<file path="config.mk">
export PLATFORM = sky130hd
export DESIGN_NAME = pc4_program_sequencer
export DESIGN_NICKNAME = d
export VERILOG_FILES = /design/src/rtl/pc4_seq_pkg.sv /design/src/rtl/pc4_return_stack.sv /design/src/rtl/pc4_program_sequencer.sv
export SDC_FILE = /design/constraint.sdc
export NUM_CORES = 1
export LEC_CHECK = 0
export ABC_AREA = 1
export CORE_UTILIZATION = 30
export CTS_CLUSTER_SIZE = 12
export DETAILED_ROUTE_END_ITERATION = 6
export GPL_ROUTABILITY_DRIVEN = 0
export PLACE_DENSITY = 0.53
export SETUP_SLACK_MARGIN = 0.15
export SLEW_MARGIN = 20
export SYNTH_ARGS = -nofsm -noshare
export SYNTH_HDL_FRONTEND = slang
export SYNTH_SLANG_ARGS = --single-unit
</file>
<file path="constraint.sdc">
create_clock -name clk -period 3.1 [get_ports clk]
set_input_delay 0.62 -clock clk [delete_from_list [all_inputs] [get_ports clk]]
set_output_delay 0.62 -clock clk [all_outputs]
set_load 0.02 [all_outputs]
</file>
<file path="src/rtl/pc4_seq_pkg.sv">
// Shared opcodes, sequencer state encoding and the zero-flag opcode mask for the
// pc4 program sequencer.
package pc4_seq_pkg;

  localparam logic [3:0] OP_HALT = 4'b0000;
  localparam logic [3:0] OP_JZ   = 4'b1011;
  localparam logic [3:0] OP_CALL = 4'b1110;
  localparam logic [3:0] OP_RET  = 4'b1111;

  // One bit per opcode: ALU ops whose result updates zero_flag (1,2,5,7,8).
  localparam logic [15:0] ZERO_FLAG_OPS = 16'b0000_0001_1010_0110;

  typedef enum logic [2:0] {
    IDLE   = 3'd0,
    FETCH  = 3'd1,
    DECODE = 3'd2,
    EXEC   = 3'd3,
    HALT   = 3'd4
  } state_t;

  function automatic logic sets_zero_flag(input logic [3:0] op);
    return ZERO_FLAG_OPS[op];
  endfunction

endpackage

</file>
<file path="src/rtl/pc4_return_stack.sv">
// Return-address LIFO for CALL/RET. Push is ignored when full and pop when empty;
// the caller decides what an overflow or underflow means.
module pc4_return_stack #(
  parameter int STACK_DEPTH = 4
) (
  input  logic                          clk,
  input  logic                          rst,
  input  logic                          push,
  input  logic                          pop,
  input  logic [3:0]                    push_data,
  output logic [3:0]                    top_data,
  output logic                          full,
  output logic                          empty,
  output logic [$clog2(STACK_DEPTH):0]  sp
);

  localparam int SPW = $clog2(STACK_DEPTH) + 1;
  localparam int IW  = SPW - 1;

  logic [3:0]     stk [STACK_DEPTH];
  logic [SPW-1:0] sp_m1;

  assign sp_m1    = sp - SPW'(1);
  assign full     = (sp == SPW'(STACK_DEPTH));
  assign empty    = (sp == '0);
  assign top_data = stk[sp_m1[IW-1:0]];

  always_ff @(posedge clk) begin
    if (rst) begin
      sp <= '0;
    end else if (push && !full) begin
      sp <= sp + SPW'(1);
    end else if (pop && !empty) begin
      sp <= sp_m1;
    end
  end

  // Entries carry no reset; only sp defines which ones are live.
  always_ff @(posedge clk) begin
    if (push && !full) begin
      stk[sp[IW-1:0]] <= push_data;
    end
  end

endmodule

</file>
<file path="src/rtl/pc4_program_sequencer.sv">
// Fetch/decode/issue controller for the 4-bit datapath: program memory, pc, return
// stack and zero flag, with JZ/CALL/RET/HALT resolved locally.
module pc4_program_sequencer
  import pc4_seq_pkg::*;
#(
  parameter int STACK_DEPTH = 4
) (
  input  logic                          clk,
  input  logic                          rst,
  input  logic                          prog_we,
  input  logic [3:0]                    prog_addr,
  input  logic [7:0]                    prog_data,
  input  logic                          run,
  output logic                          exec_valid,
  output logic [3:0]                    exec_instr,
  output logic [3:0]                    exec_addr,
  input  logic                          exec_done,
  input  logic [3:0]                    exec_result,
  output logic [3:0]                    pc,
  output logic                          zero_flag,
  output logic                          busy,
  output logic                          halted,
  output logic                          stack_err,
  output logic [2:0]                    dbg_state,
  output logic [$clog2(STACK_DEPTH):0]  dbg_sp
);

  localparam int PROG_WORDS = 16;
  localparam int SPW        = $clog2(STACK_DEPTH) + 1;

  state_t         state;
  logic [7:0]     mem [PROG_WORDS];
  logic [7:0]     ir;
  logic [3:0]     ir_op;
  logic [3:0]     ir_addr;
  logic [3:0]     pc_inc;
  logic [3:0]     stk_top;
  logic           stop_req;
  logic           keep_going;
  logic           stk_push;
  logic           stk_pop;
  logic           stk_full;
  logic           stk_empty;
  logic [SPW-1:0] sp;

  assign ir_op      = ir[7:4];
  assign ir_addr    = ir[3:0];
  assign pc_inc     = pc + 4'd1;
  // A run=0 seen at any point of the current instruction stops before the next fetch.
  assign keep_going = run && !stop_req;
  assign stk_push   = (state == DECODE) && (ir_op == OP_CALL) && !stk_full;
  assign stk_pop    = (state == DECODE) && (ir_op == OP_RET) && !stk_empty;

  assign busy      = (state == FETCH) || (state == DECODE) || (state == EXEC);
  assign halted    = (state == HALT);
  assign dbg_state = state;
  assign dbg_sp    = sp;

  pc4_return_stack #(
    .STACK_DEPTH(STACK_DEPTH)
  ) u_stack (
    .clk       (clk),
    .rst       (rst),
    .push      (stk_push),
    .pop       (stk_pop),
    .push_data (pc_inc),
    .top_data  (stk_top),
    .full      (stk_full),
    .empty     (stk_empty),
    .sp        (sp)
  );

  // Writes are accepted only while nothing is being fetched, so they never collide.
  always_ff @(posedge clk) begin
    if (prog_we && ((state == IDLE) || (state == HALT))) begin
      mem[prog_addr] <= prog_data;
    end
  end

  // Handshake: exec_valid rises together with exec_instr/exec_addr and all three hold
  // until the cycle exec_done is sampled high; exec_done while exec_valid=0 is ignored.
  always_ff @(posedge clk) begin
    if (rst) begin
      state      <= IDLE;
      pc         <= 4'd0;
      ir         <= 8'd0;
      zero_flag  <= 1'b0;
      stack_err  <= 1'b0;
      exec_valid <= 1'b0;
      exec_instr <= 4'd0;
      exec_addr  <= 4'd0;
      stop_req   <= 1'b0;
    end else begin
      case (state)
        IDLE: begin
          stop_req <= 1'b0;
          if (run) state <= FETCH;
        end
        FETCH: begin
          if (!run) stop_req <= 1'b1;
          ir    <= mem[pc];
          state <= DECODE;
        end
        DECODE: begin
          if (!run) stop_req <= 1'b1;
          case (ir_op)
            OP_HALT: state <= HALT;
            OP_JZ: begin
              pc    <= zero_flag ? ir_addr : pc_inc;
              state <= keep_going ? FETCH : IDLE;
            end
            OP_CALL: begin
              if (stk_full) begin
                stack_err <= 1'b1;
                state     <= HALT;
              end else begin
                pc    <= ir_addr;
                state <= keep_going ? FETCH : IDLE;
              end
            end
            OP_RET: begin
              if (stk_empty) begin
                stack_err <= 1'b1;
                state     <= HALT;
              end else begin
                pc    <= stk_top;
                state <= keep_going ? FETCH : IDLE;
              end
            end
            default: begin
              exec_valid <= 1'b1;
              exec_instr <= ir_op;
              exec_addr  <= ir_addr;
              state      <= EXEC;
            end
          endcase
        end
        EXEC: begin
          if (!run) stop_req <= 1'b1;
          if (exec_done) begin
            exec_valid <= 1'b0;
            pc         <= pc_inc;
            if (sets_zero_flag(exec_instr)) zero_flag <= (exec_result == 4'd0);
            state      <= keep_going ? FETCH : IDLE;
          end
        end
        HALT: begin
          if (!run) state <= IDLE;
        end
        default: state <= IDLE;
      endcase
    end
  end

endmodule

</file>
==> impl_results.md <==
- Status: finished, final reports clean
- Initial antenna violation count: 0
- Hold Path End: exec_addr[0]
- Number of flops mapped to enable cells by yosys: 144
- Total CTS buffers: 17
- Worst slew pin tran: 0.8664 ns
- Clock Latency Late Sink: 0.43 ns
- Ys flop type: edfxtp_1
- GRT Total Usage: 0.1494
- Clock transition at path regs: 0.07 ns
- Critical R2R Capture: pc[3]
- Kind of critical path: reg -> out
- Fin nets: 820
- First-pass GRT wire length: 28,980 µm
- Worst VDD drop: 364.9 µV
- GRT overflow: 0
- Initial Util: 0.3080
- CORE AREA: 0.02446 mm²
- Area grow syn2layout: 20.61%
- Wire length per cell: 16.38 µm
- Syn Nets: 759
- Die W: 160.5 µm
- Hold WS: 0.4741 ns
- Fmax: 401.6 MHz
- Register Area: 0.004946 mm²
- Drt drc: 0
- DR iter-0 viols: 388
- PwrDens: 664.4 mW/mm²
- FP Rows: 57
- Synth async-reset ratio: 0
- Clock sink count: 175
- CTS tree: done
- Fraction of final layout cells sized beyond drive strength 1: 0.09938
- Htree depth: 4
- Hold path start: exec_addr[0]
- Post-Syn Area: 0.007533 mm²
- Setup tns final: 0 ns
- Vias in the first global route: 5,106
- DR pass1 iterations: 5
- # diodes: 0
- Die Y: 160.5 µm
- R2R Path Start: pc[3]
- Number of setup buffers added after CTS: 0
- Via density: 4.659
- Area of the multi-input gates: 0.002152 mm²
- Post-route cell area: 0.009086 mm²
- WP data arrival: 1.87 ns
- Hold Path Class: reg -> reg
- Placed Area: 0.008477 mm²
- Total Die Area: 0.02575 mm²
- Largest net degree at the start of global routing: 91
- Hold path depth: 2
- RSZ-0062 raised after global routing: false
- Buffers on Ports: 43
- Tmin final: 2.490 ns
- Cells after Synth: 731
- Final wirelength: 18,490 µm
- Clock Path Buffers: 2
- Startpoint Class: flop
- Max Slew Vio Count: 0
- Fin. Hold Viols: 0
- Crit end category: output port
- Top-Level Pins: 44
- HPWL after detailed placement: 12,160 µm
- Post-CTS sizing: 0
- Period utilization: 0.8033
- Hold_buf cts: 0
- Layout fillers: 2,430
- Required time of the critical path: 2.48 ns
- Synth Register Bits: 175
- MaxCap Viol Count: 0
- Mean Syn Cell Area: 10.31 µm²
- Crit-path max FO: 5
- Cell variety after synth: 33
- Setup Skew: 0.01386 ns
- Seq/Total Area, Yosys: 0.6564
- Detail Route Antenna Nets: 0
- Leakage: 3.297 nW
- Final Setup Violations: 0
- Root Buffer: clkbuf_16
- Vias after detailed routing: 5,260
- Worst slew margin: 0.4206
- Reg2reg setup slack: 1.06 ns
- R2R cell count: 7
- Synth warnings: 0
==> worst max-delay path, cell delays in order (launching register included) <==
cell	delay [ns]
dfxtp_1	0.38
nor2_1	0.21
inv_1	0.11
nor2_1	0.13
clkdlybuf4s50_1	0.62
==> layer usage <==
metal,share of wire,global-route usage,up-vias
met2,0.45,0.2281,163
met1,0.49,0.2170,2467
met5,0,0,-
li1,-,-,2616
met3,0.055,0.02428,14
met4,0.0098,0.04459,0
==> registers in the layout, indices dropped and copies added (netlist names), 3 cells and up, named ones only <==
name / flops
dbg_state: 3
exec_addr: 4
exec_instr: 4
ir: 8
mem: 128
pc: 4
u_stack.sp: 3
u_stack.stk: 16
==> worst max-delay path by stage <==
stage          slack, ns  cells past startpoint    endpoint           from
6_report            0.61                      4      halted   dbg_state[0]
4_1_cts             0.55                      4      halted   dbg_state[0]
3_5_place_dp        0.64                      6   mem[9][1]        prog_we
3_3_place_gp        0.64                      6  mem[14][3]        prog_we
5_1_grt             0.42                      4      halted   dbg_state[0]
2_1_floorplan       0.97                     13       pc[1]  u_stack.sp[0]
==> Yosys cell counts, types with 2 or more instances <==
| cell | number | area share |
|---|---|---|
| clkbuf_1 | 15 | 0.0075 |
| ha_1 | 7 | 0.012 |
| nor3_1 | 2 | 0.0013 |
| nor2_4 | 3 | 0.0045 |
| dfxtp_1 | 31 | 0.082 |
| buf_2 | 13 | 0.0086 |
| o21ai_1 | 7 | 0.0046 |
| nor2_1 | 122 | 0.061 |
| o21a_1 | 3 | 0.0030 |
| a21oi_1 | 20 | 0.013 |
| nand3b_1 | 2 | 0.0020 |
| inv_1 | 68 | 0.034 |
| edfxtp_1 | 144 | 0.57 |
| inv_2 | 11 | 0.0055 |
| nand4_1 | 3 | 0.0025 |
| nand2_1 | 104 | 0.052 |
| nor2_2 | 2 | 0.0017 |
| nand3_1 | 86 | 0.057 |
| xor2_1 | 4 | 0.0046 |
| o21ai_0 | 46 | 0.031 |
| clkinv_1 | 3 | 0.0015 |
| o211ai_1 | 24 | 0.024 |
==> cell usage in the layout (no fill, tap or decap), types with 2 or more instances in the layout <==
cell             Yosys  layout
nand2_1            104     104
o21ai_0             46      46
clkbuf_16            0      17
nor2_1             122     122
xor2_1               4       4
nand4_1              3       3
nand3b_1             2       2
ha_1                 7       7
inv_1               68      68
inv_6                0       3
nor3_1               2       2
buf_12               0       2
a21oi_1             20      20
edfxtp_1           144     144
inv_2               11      11
o211ai_1            24      24
buf_4                1      26
nor2_2               2       2
o21a_1               3       3
clkdlybuf4s50_1      0      43
clkinv_8             0       2
o21ai_1              7       7
clkinv_1             3       3
nand3_1             86      86
dfxtp_1             31      30
nor2_4               3       3
inv_8                0       7
==> stage by stage <==
| stage | setup WS (ns) | util | power [mW] | instances |
|---|---|---|---|---|
| floorplan | 0.9673 | - | 3.468 | 731 |
| global placement | 0.6403 | 0.3465 | 3.886 | 1097 |
| detailed placement | 0.6410 | 0.3465 | 3.889 | 1097 |
| CTS | 0.5453 | 0.3714 | 6.070 | 1129 |
| global route | 0.4173 | 0.3714 | 6.286 | 1129 |
| finish | 0.6098 | 0.3714 | 6.037 | 1129 |
==> cells by family (layout without fill, tap and decap cells) <==
kind of cell,after synthesis,count (layout),synth area share
fa+ha+maj,7,7,0.01163
compound gates,104,104,0.08072
buf+inv,111,185,0.05796
xor+xnor,5,5,0.005813
simple gates,329,329,0.1875
flops,175,175,0.6564
==> power breakdown <==
part / total [mW] / internal, mW / switching (mW)
Combinational: 1.06 / 0.370 / 0.687
Sequential: 2.77 / 2.68 / 0.0937
Clock: 2.21 / 1.17 / 1.04
==> final cells by class <==
| cell class | count | area share |
|---|---|---|
| well taps | 324 | 0.04462 |
| inverters | 82 | 0.03387 |
| multi-input cells | 445 | 0.2368 |
| repair buffers | 71 | 0.07326 |
| flip-flops and latches | 175 | 0.5443 |
| clock inverters | 15 | 0.02024 |
| clock buffers | 17 | 0.04682 |
No activity file was read; power rests on OpenSTA's default activity.
